==> config.mk <==
export PLATFORM = sky130hd
export DESIGN_NAME = spi_reg_bank
export DESIGN_NICKNAME = d
export VERILOG_FILES = /design/src/rtl/spi_pkg.sv /design/src/rtl/spi_sync_edge.sv /design/src/rtl/spi_reg_bank.sv
export SDC_FILE = /design/constraint.sdc
export NUM_CORES = 1
export LEC_CHECK = 0
export BUFFER_PORTS_ARGS = -buffer_cell sky130_fd_sc_hd__buf_2
export CELL_PAD_IN_SITES_DETAIL_PLACEMENT = 2
export CELL_PAD_IN_SITES_GLOBAL_PLACEMENT = 2
export CORE_ASPECT_RATIO = 2
export CORE_MARGIN = 1.5
export CORE_UTILIZATION = 36
export DETAILED_ROUTE_END_ITERATION = 10
export HOLD_SLACK_MARGIN = 0.02
export MAX_ROUTING_LAYER = met4
export PLACE_DENSITY = 0.78
export REMOVE_ABC_BUFFERS = 1
export SLEW_MARGIN = 20
export SYNTH_ARGS = -nofsm -noshare
export SYNTH_HDL_FRONTEND = slang
export SYNTH_HIERARCHICAL = 1
export SYNTH_SLANG_ARGS = --single-unit
==> constraint.sdc <==
create_clock -name clk -period 2.13 [get_ports clk]
set_input_delay 0.1065 -clock clk [delete_from_list [all_inputs] [get_ports clk]]
set_output_delay 0.1065 -clock clk [all_outputs]
set_load 0.01 [all_outputs]
==> src/rtl/spi_pkg.sv <==
// spi_pkg: shared FSM state type and frame-layout helpers for spi_reg_bank.
// Frames are shifted in MSB first: R/W flag, then address, then data.
package spi_pkg;

    typedef enum logic [1:0] {
        IDLE   = 2'd0,
        ACTIVE = 2'd1,
        COMMIT = 2'd2
    } state_t;

    // Value of the leading frame bit that marks a write.
    localparam logic RW_WRITE = 1'b1;

    // Total frame length in SCLK bits.
    function automatic int frame_bits(input int addr_w, input int data_w);
        return 1 + addr_w + data_w;
    endfunction

    // Bit index of the R/W flag inside a completely received frame.
    function automatic int rw_pos(input int addr_w, input int data_w);
        return addr_w + data_w;
    endfunction

    // Bit index of the address LSB inside a completely received frame.
    function automatic int addr_lsb(input int data_w);
        return data_w;
    endfunction

    // Number of bits in the R/W + address header.
    function automatic int hdr_bits(input int addr_w);
        return 1 + addr_w;
    endfunction

endpackage

==> src/rtl/spi_sync_edge.sv <==
// spi_sync_edge: two-flop synchroniser for one asynchronous pin followed by an
// edge-detect flop. RESET_VAL is the pin's idle level, so leaving reset never
// shows a spurious edge while the pin sits at that level.
module spi_sync_edge #(
    parameter logic RESET_VAL = 1'b0
) (
    input  logic clk,
    input  logic rst,
    input  logic d,
    output logic level,
    output logic rise,
    output logic fall
);

    logic meta_p0;
    logic sync_p1;
    logic prev_p2;

    // Metastability pair plus the previous-level flop used for edge detection.
    always_ff @(posedge clk) begin
        if (rst) begin
            meta_p0 <= RESET_VAL;
            sync_p1 <= RESET_VAL;
            prev_p2 <= RESET_VAL;
        end else begin
            meta_p0 <= d;
            sync_p1 <= meta_p0;
            prev_p2 <= sync_p1;
        end
    end

    assign level = sync_p1;
    assign rise  = sync_p1 & ~prev_p2;
    assign fall  = ~sync_p1 & prev_p2;

endmodule

==> src/rtl/spi_reg_bank.sv <==
// spi_reg_bank: SPI mode-0 peripheral in front of NUM_REGS x DATA_W config
// registers. A frame is only committed when nCS rises after exactly
// FRAME_BITS SCLK edges; anything else is dropped with a frame_err pulse.
// Optional build macro SPI_READBACK_EN drives register contents on CIPO
// during the data phase of read frames; without it CIPO is tied low.
module spi_reg_bank
    import spi_pkg::*;
#(
    parameter int ADDR_W   = 7,
    parameter int DATA_W   = 8,
    parameter int NUM_REGS = 5
) (
    input  logic                       clk,
    input  logic                       rst,
    input  logic                       spi_ncs,
    input  logic                       spi_copi,
    input  logic                       spi_sclk,
    output logic                       spi_cipo,
    output logic                       spi_cipo_oe,
    output logic [NUM_REGS*DATA_W-1:0] regs_o,
    output logic                       wr_strobe,
    output logic [ADDR_W-1:0]          wr_addr,
    output logic                       frame_err
);

    localparam int FRAME_BITS = frame_bits(ADDR_W, DATA_W);
    localparam int CNT_W      = $clog2(FRAME_BITS + 2);
    localparam int RW_POS     = rw_pos(ADDR_W, DATA_W);
    localparam int ADDR_LSB   = addr_lsb(DATA_W);

    localparam logic [CNT_W-1:0]  CNT_FULL     = CNT_W'(FRAME_BITS);
    localparam logic [CNT_W-1:0]  CNT_SAT      = CNT_W'(FRAME_BITS + 1);
    localparam logic [ADDR_W:0]   NUM_REGS_LIM = (ADDR_W + 1)'(NUM_REGS);

    // Synchronised pin views.
    logic ncs_level, ncs_rise, ncs_fall;
    logic sclk_rise, sclk_fall, sclk_level_unused;
    logic copi_level, copi_rise_unused, copi_fall_unused;

    spi_sync_edge #(.RESET_VAL(1'b1)) u_sync_ncs (
        .clk   (clk),
        .rst   (rst),
        .d     (spi_ncs),
        .level (ncs_level),
        .rise  (ncs_rise),
        .fall  (ncs_fall)
    );

    spi_sync_edge #(.RESET_VAL(1'b0)) u_sync_sclk (
        .clk   (clk),
        .rst   (rst),
        .d     (spi_sclk),
        .level (sclk_level_unused),
        .rise  (sclk_rise),
        .fall  (sclk_fall)
    );

    spi_sync_edge #(.RESET_VAL(1'b0)) u_sync_copi (
        .clk   (clk),
        .rst   (rst),
        .d     (spi_copi),
        .level (copi_level),
        .rise  (copi_rise_unused),
        .fall  (copi_fall_unused)
    );

    // Arming: the ncs synchroniser needs two clocks after reset before its
    // level reflects the pin. A frame may only start once nCS has been seen
    // high with valid samples, so a frame already in flight at reset release
    // is ignored until nCS goes high and low again.
    logic [1:0] settle_q;
    logic       armed_q;

    // Count out the synchroniser fill time, then latch nCS-seen-high.
    always_ff @(posedge clk) begin
        if (rst) begin
            settle_q <= 2'd0;
            armed_q  <= 1'b0;
        end else begin
            if (settle_q != 2'd2) begin
                settle_q <= settle_q + 2'd1;
            end
            if (settle_q == 2'd2 && ncs_level) begin
                armed_q <= 1'b1;
            end
        end
    end

    // Frame FSM.
    state_t state_q, state_d;
    logic   shift_en;
    logic   frame_clr;
    logic   do_commit;

    // State register.
    always_ff @(posedge clk) begin
        if (rst) begin
            state_q <= IDLE;
        end else begin
            state_q <= state_d;
        end
    end

    // Next state and datapath enables; an ncs rise beats a same-cycle SCLK rise.
    always_comb begin
        state_d   = state_q;
        shift_en  = 1'b0;
        frame_clr = 1'b0;
        do_commit = 1'b0;
        unique case (state_q)
            IDLE: begin
                if (ncs_fall && armed_q) begin
                    state_d   = ACTIVE;
                    frame_clr = 1'b1;
                end
            end
            ACTIVE: begin
                if (ncs_rise) begin
                    state_d = COMMIT;
                end else if (sclk_rise) begin
                    shift_en = 1'b1;
                end
            end
            COMMIT: begin
                do_commit = 1'b1;
                frame_clr = 1'b1;
                state_d   = ncs_fall ? ACTIVE : IDLE;
            end
            default: begin
                state_d = IDLE;
            end
        endcase
    end

    // Receive shift register and saturating bit counter.
    logic [FRAME_BITS-1:0] sr_q;
    logic [CNT_W-1:0]      cnt_q;

    // Shift COPI in MSB first; counter stops at FRAME_BITS+1 so long frames stay flagged.
    always_ff @(posedge clk) begin
        if (rst) begin
            sr_q  <= '0;
            cnt_q <= '0;
        end else if (frame_clr) begin
            sr_q  <= '0;
            cnt_q <= '0;
        end else if (shift_en) begin
            sr_q <= {sr_q[FRAME_BITS-2:0], copi_level};
            if (cnt_q != CNT_SAT) begin
                cnt_q <= cnt_q + 1'b1;
            end
        end
    end

    // Decoded fields of a completed frame.
    logic              fr_rw;
    logic [ADDR_W-1:0] fr_addr;
    logic [DATA_W-1:0] fr_data;
    logic              len_ok;
    logic              in_range;
    logic              wr_hit;
    logic              len_bad;

    assign fr_rw    = sr_q[RW_POS];
    assign fr_addr  = sr_q[ADDR_LSB +: ADDR_W];
    assign fr_data  = sr_q[DATA_W-1:0];
    assign len_ok   = (cnt_q == CNT_FULL);
    assign in_range = ({1'b0, fr_addr} < NUM_REGS_LIM);
    assign wr_hit   = do_commit && len_ok && (fr_rw == RW_WRITE) && in_range;
    assign len_bad  = do_commit && !len_ok;

    // Register bank.
    logic [DATA_W-1:0] regs_q [NUM_REGS];

    // Commit a well-formed in-range write and emit the single-cycle status pulses.
    always_ff @(posedge clk) begin
        if (rst) begin
            for (int k = 0; k < NUM_REGS; k++) begin
                regs_q[k] <= '0;
            end
            wr_strobe <= 1'b0;
            frame_err <= 1'b0;
            wr_addr   <= '0;
        end else begin
            wr_strobe <= wr_hit;
            frame_err <= len_bad;
            if (wr_hit) begin
                wr_addr <= fr_addr;
                for (int k = 0; k < NUM_REGS; k++) begin
                    if (fr_addr == ADDR_W'(k)) begin
                        regs_q[k] <= fr_data;
                    end
                end
            end
        end
    end

    for (genvar k = 0; k < NUM_REGS; k++) begin : g_regs
        assign regs_o[k*DATA_W +: DATA_W] = regs_q[k];
    end

`ifdef SPI_READBACK_EN
    localparam logic [CNT_W-1:0] CNT_HDR       = CNT_W'(hdr_bits(ADDR_W));
    localparam logic [CNT_W-1:0] CNT_ADDR_LAST = CNT_W'(ADDR_W);

    logic [FRAME_BITS-1:0] sr_next;
    logic                  hdr_done;
    logic [ADDR_W-1:0]     hdr_addr;
    logic                  rd_load;
    logic                  tx_shift;
    logic [DATA_W-1:0]     rd_data;
    logic [DATA_W-1:0]     tx_q;
    logic                  oe_q;

    // Header is complete on the SCLK rise that brings in the last address bit.
    assign sr_next  = {sr_q[FRAME_BITS-2:0], copi_level};
    assign hdr_done = shift_en && (cnt_q == CNT_ADDR_LAST);
    assign hdr_addr = sr_next[ADDR_W-1:0];
    assign rd_load  = hdr_done && (sr_next[ADDR_W] != RW_WRITE);
    // The falling edge right after the load is skipped so the controller
    // samples the MSB on the first data-phase rise.
    assign tx_shift = oe_q && sclk_fall && (cnt_q > CNT_HDR);

    // Read mux; unimplemented addresses return zero.
    always_comb begin
        rd_data = '0;
        for (int k = 0; k < NUM_REGS; k++) begin
            if (hdr_addr == ADDR_W'(k)) begin
                rd_data = regs_q[k];
            end
        end
    end

    // Transmit shift register; output enable holds from load until COMMIT ends.
    always_ff @(posedge clk) begin
        if (rst) begin
            tx_q <= '0;
            oe_q <= 1'b0;
        end else if (state_q == COMMIT) begin
            tx_q <= '0;
            oe_q <= 1'b0;
        end else if (rd_load) begin
            tx_q <= rd_data;
            oe_q <= 1'b1;
        end else if (tx_shift) begin
            tx_q <= {tx_q[DATA_W-2:0], 1'b0};
        end
    end

    assign spi_cipo    = tx_q[DATA_W-1];
    assign spi_cipo_oe = oe_q;
`else
    logic sclk_fall_unused;

    assign sclk_fall_unused = sclk_fall;
    assign spi_cipo         = 1'b0;
    assign spi_cipo_oe      = 1'b0;
`endif

endmodule
# Yosys cells after proc, flatten, opt, wreduce, memory -nomap -nowiden
# Memories as Yosys holds them, arrays and structs flattened.
# Cells that the tools add are included.
word_totals:
  memories: 1
  regBits: 43
  ramBits: 40
  output_inout_bits: 51
  in_bits: 5
op_classes:
  mux: 37
  n_lt_le_gt_ge: 1
  bitwise: 11
  n_eq_ne: 12
  n_reduce_logical: 12
  add_sub_neg: 2
memory_table:
  columns: ["name", "depth", "word_bits", "rd", "rd_ports_with_merged_regs", "wr", "line", "rtl"]
  rows:
  - ["regs_q", 5, 8, 5, 0, 5, "spi_reg_bank.sv:173", "logic [DATA_W-1:0] regs_q [NUM_REGS];"]
op_table:
  columns: ["operator", "count"]
  rows:
  - ["$mux W8", 5]
  - ["$mux W1", 28]
  - ["$eq A7 B2 Y1 const B", 2]
  - ["$eq A7 B1 Y1 const B", 1]
  - ["$eq A7 B3 Y1 const B", 1]
  - ["$logic_not A7 Y1", 1]
  - ["$lt A7 B3 Y1 const B", 1]
  - ["$logic_and A1 B1 Y1", 6]
  - ["$ne A2 B2 Y1 const B", 3]
  - ["$pmux W2 S3", 1]
  - ["$add A5 B1 Y5 const B", 1]
  - ["$eq A5 B5 Y1 const B", 1]
  - ["$ne A5 B5 Y1 const B", 1]
  - ["$or A1 B1 Y1", 5]
  - ["$eq A2 B2 Y1 const B", 2]
  - ["$mux W2", 2]
  - ["$reduce_and A2 Y1", 2]
  - ["$and A1 B1 Y1", 3]
  - ["$not A1 Y1", 3]
  - ["$add A2 B1 Y2 const B", 1]
  - ["$eq A2 B1 Y1 const B", 1]
  - ["$logic_not A2 Y1", 1]
  - ["$pmux W1 S2", 1]
  - ["$reduce_or A2 Y1", 1]
  - ["$logic_not A1 Y1", 1]

# Depth between registers and ports, before layout
# Gate-level depths: netlist of the first run.
logic_depth:
  word_depth: 9
  ltp_mapped: 6

# Hierarchy
# Netlist of the first run, hierarchy kept.
by_module_without_submodules:
  columns: ["mod", "area_each_um2", "seq_area_each_um2", "cells_each", "n_inst"]
  rows:
  - ["spi_reg_bank", 2852.7, 1901.8, 237, 1]
  - ["spi_sync_edge at u_sync_copi ...", 91.3, 60.1, 8, 2]
  - ["spi_sync_edge at u_sync_ncs", 92.6, 60.1, 8, 1]

# Least setup slack after synthesis of the first run
# OpenSTA, ideal clock, no wires.
synth_timing:
  kind: "register to register"
  startpoint: "register cnt_q[0]"
  endpoint: "memory regs_q[1][2], in the netlist regs_q[0][10] (enable)"
  period_less_slack_ns: 1.726
  stages_incl_launch_ff: 6
  t_required_ns: 1.801
  path_slack_ns: 0.404
  arrival_time_ns: 1.397
  path_buffers: 0
  cell_sequence: "dfxtp_1 > inv_1 > ha_1 > nand4bb_1 > nor3_2 > a41o_1"
synth_lines:
  columns: ["element", "line", "rtl"]
  rows:
  - ["from (decl)", "spi_reg_bank.sv:137", "logic [CNT_W-1:0] cnt_q;"]
  - ["from (signal assigned)", "spi_reg_bank.sv:150", "cnt_q <= cnt_q + 1'b1;"]
  - ["to (decl)", "spi_reg_bank.sv:173", null]

==> results of run 1 <==
==> registers in the layout (all words and copies together) (netlist names), 2 cells and up <==
signal,count
wr_addr,7
state_q,2
settle_q,2
regs_q,40
sr_q,16
cnt_q,5
==> power by group through the flow <==
stage	clock network (W)	logic, W	registers (W)
after floorplan	0	0.0000963	0.00182
after global placement	0	0.000204	0.00180
after detailed placement	0	0.000215	0.00180
after CTS	0.00157	0.000221	0.00177
after global routing	0.00163	0.000246	0.00178
final	0.00155	0.000214	0.00177
==> routing by layer <==
layer | up-vias | global-route usage, %
met5 | - | -
met3 | 17 | 3.36
met1 | 1097 | 19.4
li1 | 1017 | -
met4 | 0 | 9.56
met2 | 62 | 35.6
==> metrics by stage <==
step	power [W]	worst slack (ps)
after floorplan	0.00192	326
after global routing	0.00365	-162
after CTS	0.00356	2.24
after detailed placement	0.00202	-32.3
after global placement	0.00200	138
final	0.00354	-7.00
==> layout by cell type, fill, tap and decap left out, types with 3 or more instances in the layout <==
cell            n
clkbuf_16       9
a31o_1          3
and2_1          6
inv_1          17
nor3_1          4
buf_4           6
nand2b_1        5
nand3_1         3
nor2b_1         7
edfxtp_1       40
a21oi_1        24
nand4bb_1       3
o21ai_1         3
dfxtp_1        43
nand2_1        32
dlygate4sd3_1   3
nor3_2          4
ha_1            4
or2_1           3
nor2_1          7
buf_2          53
==> layout make-up <==
type                    instances  area [um^2]  area share, %
clock inverters                 5         53.8           1.40
repair buffers                 64          380           9.92
multi-input cells             143          907           23.7
inverters                      17         63.8           1.67
well taps                      98          123           3.20
flip-flops and latches         83         2060           53.8
clock buffers                  11          243           6.33
==> what timing repair did <==
item	4_1_cts	5_1_grt
hold endpoints to repair	3	0
gates cloned	0	0
hold buffers	3	0
setup endpoints to repair	23	42
pin swaps	0	0
resized for setup	5	2
==> final timing paths <==
kind,slack (ps),cells past startpoint,endpoint,from
worst max-delay path,-7,3,regs_q[0][26],state_q[1]
worst min-delay path,130,2,settle_q[1],rst
worst max register to register,-7,3,regs_q[0][26],state_q[1]
worst min register to register,410,1,u_sync_ncs/level,u_sync_ncs/meta_p0
==> impl_results.md, run 1 <==
* Clock transition at the registers of the reported paths at around 60 ps
* Leak at 1.39 nW
* Mapped Cells at 256
* Worst setup EP type: flop
* Crit-path leading delay family: simple AND/OR/NAND/NOR gates
* Vias/cell at 5.21
* CTS tree: done
* Cell Area, Synth at 3080 um^2
* Failing checks: negative setup slack
* NumNets Final at 327
* Layout cells sized above 1 at 26.3%
* Critical Path RT at 2210 ps
* Tightest Pin Transition at 619 ps
* Skew final at 6.15 ps
* NetSw at 0.000774 W
* Crit start category: flop
* Final Util at 46.2%
* Post-Layout Cell Count at 421
* Syn_area_per_cell at between 10 and 15 um^2
* HPWL after DPL at between 5 and 6 mm
* Total track usage at between 10% and 20%
* Core Area at 8290 um^2
* Worst Setup Path Type: reg2reg
* Sw frac at a little over a fifth
* Max cap viols at 0
* Tmin final at 2140 ps
* Cell Pwr Density at ~900 nW/um^2
* Die height at 134 um
* RSZ-0062 raised after global routing: yes
* Vias in the first global route at 2309
* # fillers at 871
* Setup bufs post-CTS at 0
* Routed via count at 2193
* Initial drt markers at 196
* Initial antenna violation count at 0
* Seq pwr share at 50.0%
* Wire length per cell at 19.0 um
* Area Overhead vs Synth at 24.3%
* Min Hold Slack at 130 ps
* Num ports at 56
* Post-Route WL at approximately 8.0 mm
* Chip width at just under 70 um
* Comb power frac at 6.1%
* Max Used Layer: met4
* Detailed Routing Iterations Pass 1 at 4
* Cts bufs inserted at 9
* Clock power share at 43.9%
* DRC at 0
* Clock Path Buffers at 2
* Final setup violating endpoints at 10
* Skew-Pair Late Insertion Delay at 340 ps
* Gr ovfl total at 0
* Largest net degree at the start of global routing at 23
* Worst-path maximum fanout at 9
* Root buffer cell: clkbuf_16
* Metal-1 WL at 2.80 mm
* Int Pwr at about 0.0028 W
* Max Freq at 468 MHz
* CP Data Arrival Time at 2220 ps
* Port Buffers at between 50 and 60
* Status: finished, violations left
* WL met3 at 270 um
* Met2 wire length at 4.72 mm
* DIE AREA at between 9000 and 10000 um^2
* Final Cell Area at around 3800 um^2
* H-tree Lvls at 3
* Starting Density at between 30% and 40%
* ANT nets after route at 0
* Final Max Tran Viols at 0
* CP max stage delay at between 500 and 600 ps
* Period utilization at 100%
* Site Rows at 47
* Routability cong. at 0.761
* Max IR drop VDD at 0.000398 V
* First-pass GRT wire length at between 10 and 15 mm
* Buffers plus inverters on the worst setup path at 0
* Setup ws final at -7.00 ps
* Worst hold path type: in2reg
* Diodes inserted at 0
* Placed cell count at between 400 and 500
* Sink Count at 83
* Synth Warn # at 6
* Rel. slew slack at between 50% and 60%
* Setup TNS at -47.0 ps
* Count of final hold-check violations at 0
* CP max-delay cell: nor3_1
* CP cell instances: nor4b_1, nand3_1, nor3_1
* Cell area after placement at 3480 um^2
Power figures use the tool's default switching activity.
==> inputs of run 2 (changes only) <==
- PLACE_DENSITY: 0.78 -> 0.77
- SKIP_LAST_GASP: unset -> 1
- SYNTH_HIERARCHICAL: 1 -> unset
==> run 2 against run 1 <==
  * The run now ends clean
  * Critical path type unchanged
  * Routed wire length fell by 3.9%
  * Sequential share of layout area increased by 1.1 points
  * Design area down 2.1%
  * Maximum frequency increased by 16%
  * Count of clock-buffer cells in the layout did not move
  * Largest cell class unchanged
==> impl_results.md, run 2 <==
* M2 GR Usage at 35.6% (-0.042 points)
* Sequential-to-total area share from yosys stat at between 60% and 70%
* Largest net degree at the start of global routing at 22 (-4.3%)
* Chip width at 67.4 um (-1.5%)
* Biggest register: regs_q
* Worst setup EP type: flop
* Commonest non-fill, non-tap cell in the layout: buf_2
* Post-synth EDFFs at 40
* Crit start category: flop
* HPWL after DPL at 5.72 mm (-1.8%)
* RSZ-0062 raised after global routing: no
* Area share of the largest cell type after synthesis at 40.2%
* Tmin final at 1840 ps (-293 ps)
* Wire length per cell at 19.1 um (+0.14%)
* Post-Route WL at 7.70 mm (-3.9%)
* Largest regs: regs_q (40), sr_q (16), wr_addr (7)
* Gr ovfl total at 0 (unchanged)
* Leak at 1.43 nW (+3.1%)
* Final Max Tran Viols at 0 (unchanged)
* Cell area after placement at 3400 um^2 (-2.1%)
* Vias/cell at 5.06 (-2.8%)
* Clock Path Buffers at 2 (unchanged)
* DIE AREA at 8890 um^2 (-2.9%)
* Cts bufs inserted at 9 (unchanged)
* Count of final hold-check violations at 0 (unchanged)
* Initial drt markers at 138 (-30%)
* Yosys cell types at 43
* Total track usage at 19.6% (-0.22 points)
* Syn_area_per_cell at 12.7 um^2 (+5.2%)
* Max Freq at 542 MHz (+16%)
* Layout cells sized above 1 at 29.9% (+3.6 points)
* Port Buffers at 53 (unchanged)
* DRC at 0 (unchanged)
* Clock transition at the registers of the reported paths at 60 ps (about the same)
* Setup bufs post-CTS at 0 (unchanged)
* Detailed Routing Iterations Pass 1 at 4 (unchanged)
* Site Rows at 46 (-2.1%)
* Starting Density at 37.4% (+0.18 points)
* First-pass GRT wire length at 12.2 mm (-3.7%)
* Cell Area, Synth at 2990 um^2 (-3.0%)
* Core Area at 8000 um^2 (-3.5%)
* M3 GR Usage at 3.67% (+0.32 points)
* Max IR drop VDD at 0.000521 V (+31%)
* Worst-path maximum fanout at 8 (-1)
* Top-count cell post-synth: dfxtp_1
* H-tree Lvls at 3 (unchanged)
* Gr busiest metal: met2
* Max cap viols at 0 (unchanged)
* Critical Path RT at 2140 ps (-70 ps)
* Root buffer cell: clkbuf_16
* Skew-Pair Late Insertion Delay at 340 ps (about the same)
* Mapped Cells at 236 (-7.8%)
* Diodes inserted at 0 (unchanged)
* Top_reg_cell synth: dfxtp_1
* Final Util at 46.9% (+0.70 points)
* Flops & latches, synth at 83
* NumNets Final at 312 (-4.6%)
* Initial antenna violation count at 0 (unchanged)
* Final Cell Area at 3750 um^2 (-2.1%)
* Worst hold path type: in2reg
* Area Overhead vs Synth at 25.6%
* Skew final at 6.44 ps (+0.293 ps)
* ANT nets after route at 0 (unchanged)
* CP Data Arrival Time at 1850 ps (-370 ps)
* Cell Pwr Density at 965 nW/um^2 (+4.7%)
* Worst Setup Path Type: reg2reg
* Period utilization at 86.6% (-14 points)
* Synth top cells by count: 43 x dfxtp_1, 40 x edfxtp_1, 23 x nand2_1
* Routability cong. at 0.770 (+1.2%)
* Routed via count at 2045 (-6.7%)
* Global routing usage on met1 at 18.4% (-1.0 points)
* Most frequent cells in the layout: 53 x buf_2, 43 x dfxtp_1, 40 x edfxtp_1
* Synth area leader: edfxtp_1
* Status: finished, final reports clean
* CTS tree: done
* Synth Warn # at 0 (-6)
* Sink Count at 83 (unchanged)
* Async S/R FF share, synth at 0%
* Area contributors post-synth: edfxtp_1 40%, dfxtp_1 29%, a21oi_1 3.2%
* R2R setup slack at 290 ps (+290 ps)
* Final setup violating endpoints at 0 (-10)
* Vias in the first global route at 2204 (-4.5%)
* Largest register FFs at 40 (unchanged)
* Num ports at 56 (unchanged)
* Die height at 132 um (-1.5%)
run 2: cells by family after synthesis:
| group | Yosys count | synth area share [%] |
|---|---|---|
| adder cells (fa/ha/maj) | 4 | 1.67 |
| AND/OR/NAND/NOR | 91 | 17.6 |
| flip-flops | 83 | 69.0 |
| AO/OA/AOI/OAI | 28 | 5.40 |
| other | 1 | 0.125 |
| multiplexers | 5 | 1.67 |
| XOR/XNOR | 4 | 1.17 |
| buffers and inverters | 20 | 3.39 |
run 2: critical path, cell delays in order (launching register included):
cell      delay [ps]
dfxtp_1          360
inv_1             80
ha_1             160
and4bb_4         280
nand3_2          110
nor2_1           170
a31o_2           360
run 2: where the power goes:
part / switching [W] / internal, W
Clock: 0.000597 / 0.00105
Combinational: 0.000121 / 0.0000827
Sequential: 0.0000310 / 0.00174
Total: 0.000750 / 0.00287
run 2: path summary, 6_finish.rpt:
kind	from	to	cells after the start
min reg2reg	u_sync_ncs.meta_p0	u_sync_ncs.level	1
max reg2reg	cnt_q[0]	regs_q[0][25]	6
min	rst	u_sync_copi.meta_p0	2
max	cnt_q[0]	regs_q[0][25]	6
run 2: routing by layer:
metal | vias to the layer above | wire, um
met3 | 16 | 220
met1 | 1017 | 2670
met4 | 0 | 238
li1 | 956 | -
met5 | - | 0
met2 | 56 | 4580
run 2: area by class of cell:
class                      instances  area (um^2)
fill                             803         4250
sequential                        83         2060
multi-input combinational        134          845
timing repair buffer              67          378
clock buffer                      11          243
tap                               96          120
clock inverter                     5         76.3
inverter                           8         30.0
run 2: timing repair:
| action | in CTS | in global routing |
|---|---|---|
| resized for setup | 0 | 0 |
| hold buffers | 3 | 0 |
| endpoints found under the hold margin | 3 | 0 |
run 2: per-stage QoR:
step | worst slack [ps] | cells | TNS (ps) | hold WS (ps) | power (W)
6_report | 286 | 404 | 0 | 130 | 0.00362
5_1_grt | 183 | 404 | 0 | 161 | 0.00375
4_1_cts | 279 | 404 | 0 | 127 | 0.00367
3_5_place_dp | 307 | 385 | 0 | 294 | 0.00201
3_3_place_gp | 428 | 385 | 0 | 290 | 0.00200
2_1_floorplan | -117 | 225 | -1870 | 176 | 0.00191
==> inputs of run 3 (changes only) <==
- BUFFER_PORTS_ARGS: -buffer_cell sky130_fd_sc_hd__buf_2 -> unset
- CORE_ASPECT_RATIO: 2 -> unset
- CORE_UTILIZATION: 36 -> 41
- DONT_BUFFER_PORTS: unset -> 1
==> run 3 against run 2 <==
  * Via count fell by 11%
  * Maximum frequency shrank 6.7%
  * Power fell by 15%
  * Non-clock buffer count is 54 lower
  * Utilization increased by 1.9 points
  * Clock power fell by 33%
  * Global-route usage rose by 0.63 points
  * Design area shrank 10%
  * Die area shrank 12%
  * Register-to-register slack worse by 130 ps
  * Cell count fell by 13%
  * Critical endpoint is now regs_q[0][3]
==> impl_results.md, run 3 (synthesis results as in run 2) <==
* CP Data Arrival Time at 2030 ps (+180 ps)
* Layout cells sized above 1 at 14.6% (-15 points)
* Gr ovfl total at 0 (unchanged)
* Vias in the first global route at 2009 (-8.8%)
* Leak at 1.16 nW (-19%)
* Period utilization at 92.8% (+6.2 points)
* Most frequent cells in the layout: 43 x dfxtp_1, 40 x edfxtp_1, 23 x nand2_1
* Rel. slew slack at 48.2%
* Max cap viols at 0 (unchanged)
* Cell Pwr Density at 912 nW/um^2 (-5.6%)
* Routability cong. at 0.733 (-4.7%)
* Largest regs: regs_q (40), sr_q (16), wr_addr (7)
* DRC at 0 (unchanged)
* Core Area at 6910 um^2 (-14%)
* Num ports at 56 (unchanged)
* HPWL after DPL at 4.84 mm (-15%)
* Chip width at 88.4 um (+31%)
* Max Freq at 506 MHz (-6.7%)
* Commonest non-fill, non-tap cell in the layout: dfxtp_1
* Initial drt markers at 66 (-52%)
* Largest net degree at the start of global routing at 22 (unchanged)
* Status: finished, final reports clean
* Skew-Pair Late Insertion Delay at 350 ps (about the same)
* Biggest register: regs_q
* Site Rows at 30 (-35%)
* Critical Path RT at 2180 ps (+40 ps)
* Placed cell count at 328 (-15%)
* Root buffer cell: clkbuf_8
* H-tree Lvls at 3 (unchanged)
* Total track usage at 20.2% (+0.63 points)
* Cts bufs inserted at 9 (unchanged)
* DIE AREA at 7810 um^2 (-12%)
* Sink Count at 83 (unchanged)
* Final setup violating endpoints at 0 (unchanged)
* Detailed Routing Iterations Pass 1 at 4 (unchanged)
* Post-Layout Cell Count at 350 (-13%)
* Die height at 88.4 um (-33%)
* ANT nets after route at 0 (unchanged)
* Routed via count at 1829 (-11%)
* Port Buffers at 0 (-100%)
* Clock transition at the registers of the reported paths at 90 ps (+30 ps)
* Worst hold path type: in2reg
* Initial antenna violation count at 0 (unchanged)
* Tmin final at 1980 ps (+133 ps)
* Min Hold Slack at 128 ps (-1.33 ps)
* Worst-path maximum fanout at 8 (unchanged)
* Max IR drop VDD at 0.000446 V (-14%)
* Skew final at 15.3 ps (+8.90 ps)
* NumNets Final at 258 (-17%)
* CTS tree: done
* Worst Setup Path Type: reg2reg
* Vias/cell at 5.23 (+3.2%)
* Final Max Tran Viols at 0 (unchanged)
* Worst setup EP type: flop
* # fillers at 703 (-12%)
* Largest register FFs at 40 (unchanged)
* Diodes inserted at 0 (unchanged)
* First-pass GRT wire length at 10.9 mm (-10%)
* Tightest Pin Transition at 777 ps
* Count of final hold-check violations at 0 (unchanged)
* Area Overhead vs Synth at 12.8%
* Crit start category: flop
* Wire length per cell at 19.8 um (+4.0%)
* Starting Density at 43.3% (+5.9 points)
* RSZ-0062 raised after global routing: no
* Post-Route WL at 6.94 mm (-9.9%)
* Clock Path Buffers at 2 (unchanged)
[run 3: repair_timing]
item | 4_1_cts | 5_1_grt
endpoints found under the hold margin | 20 | 0
endpoints found under the setup margin | 0 | 37
buffers inserted | 0 | 0
gates resized for setup | 0 | 1
hold buffers | 6 | 0
[run 3: per-layer routing]
layer,GRT usage [%],wire length (um),vias up
li1,-,-,852
met1,21.1,2820,907
met2,35.7,3650,57
met3,5.32,302,13
met4,9.23,165,0
met5,-,0,-
[run 3: area by class of cell]
class	count	area, um^2	share of cell area, %
Multi-Input combinational cell	134	845	25.1
Timing Repair Buffer	13	115	3.41
Clock inverter	6	50.0	1.48
Inverter	8	30.0	0.891
Sequential cell	83	2060	61.2
Tap cell	96	120	3.56
Clock buffer	10	149	4.42
[run 3: worst paths after layout]
| check | from | end | cells after the start | slack, ps |
|---|---|---|---|---|
| min reg2reg | u_sync_ncs.meta_p0 | u_sync_ncs.level | 1 | 420 |
| min | rst | regs_q[0][25] | 1 | 130 |
| max | cnt_q[0] | regs_q[0][3] | 6 | 150 |
| max reg2reg | cnt_q[0] | regs_q[0][3] | 6 | 150 |
[run 3: power breakdown]
part	switching, W	internal, W	leakage (nW)
Clock	0.000593	0.000512	0.103
Combinational	0.0000920	0.0000771	0.332
Sequential	0.0000600	0.00174	0.728
[run 3: per-stage QoR]
step           TNS, ps  util [%]  worst slack (ps)  total power, W  instance area [um^2]
2_1_floorplan    -1870         -              -117         0.00191                  2920
3_3_place_gp         0      45.0               428         0.00195                  3110
3_5_place_dp         0      45.0               301         0.00197                  3110
4_1_cts              0      48.8              47.2         0.00311                  3370
5_1_grt              0      48.8              98.7         0.00321                  3370
6_report             0      48.8               154         0.00307                  3370
[run 3: critical path, stage by stage (launching register included)]
cell	delay, ps
dfxtp_1	370
inv_1	90
ha_1	140
and4bb_4	280
nand3_2	160
o41ai_2	370
buf_4	270
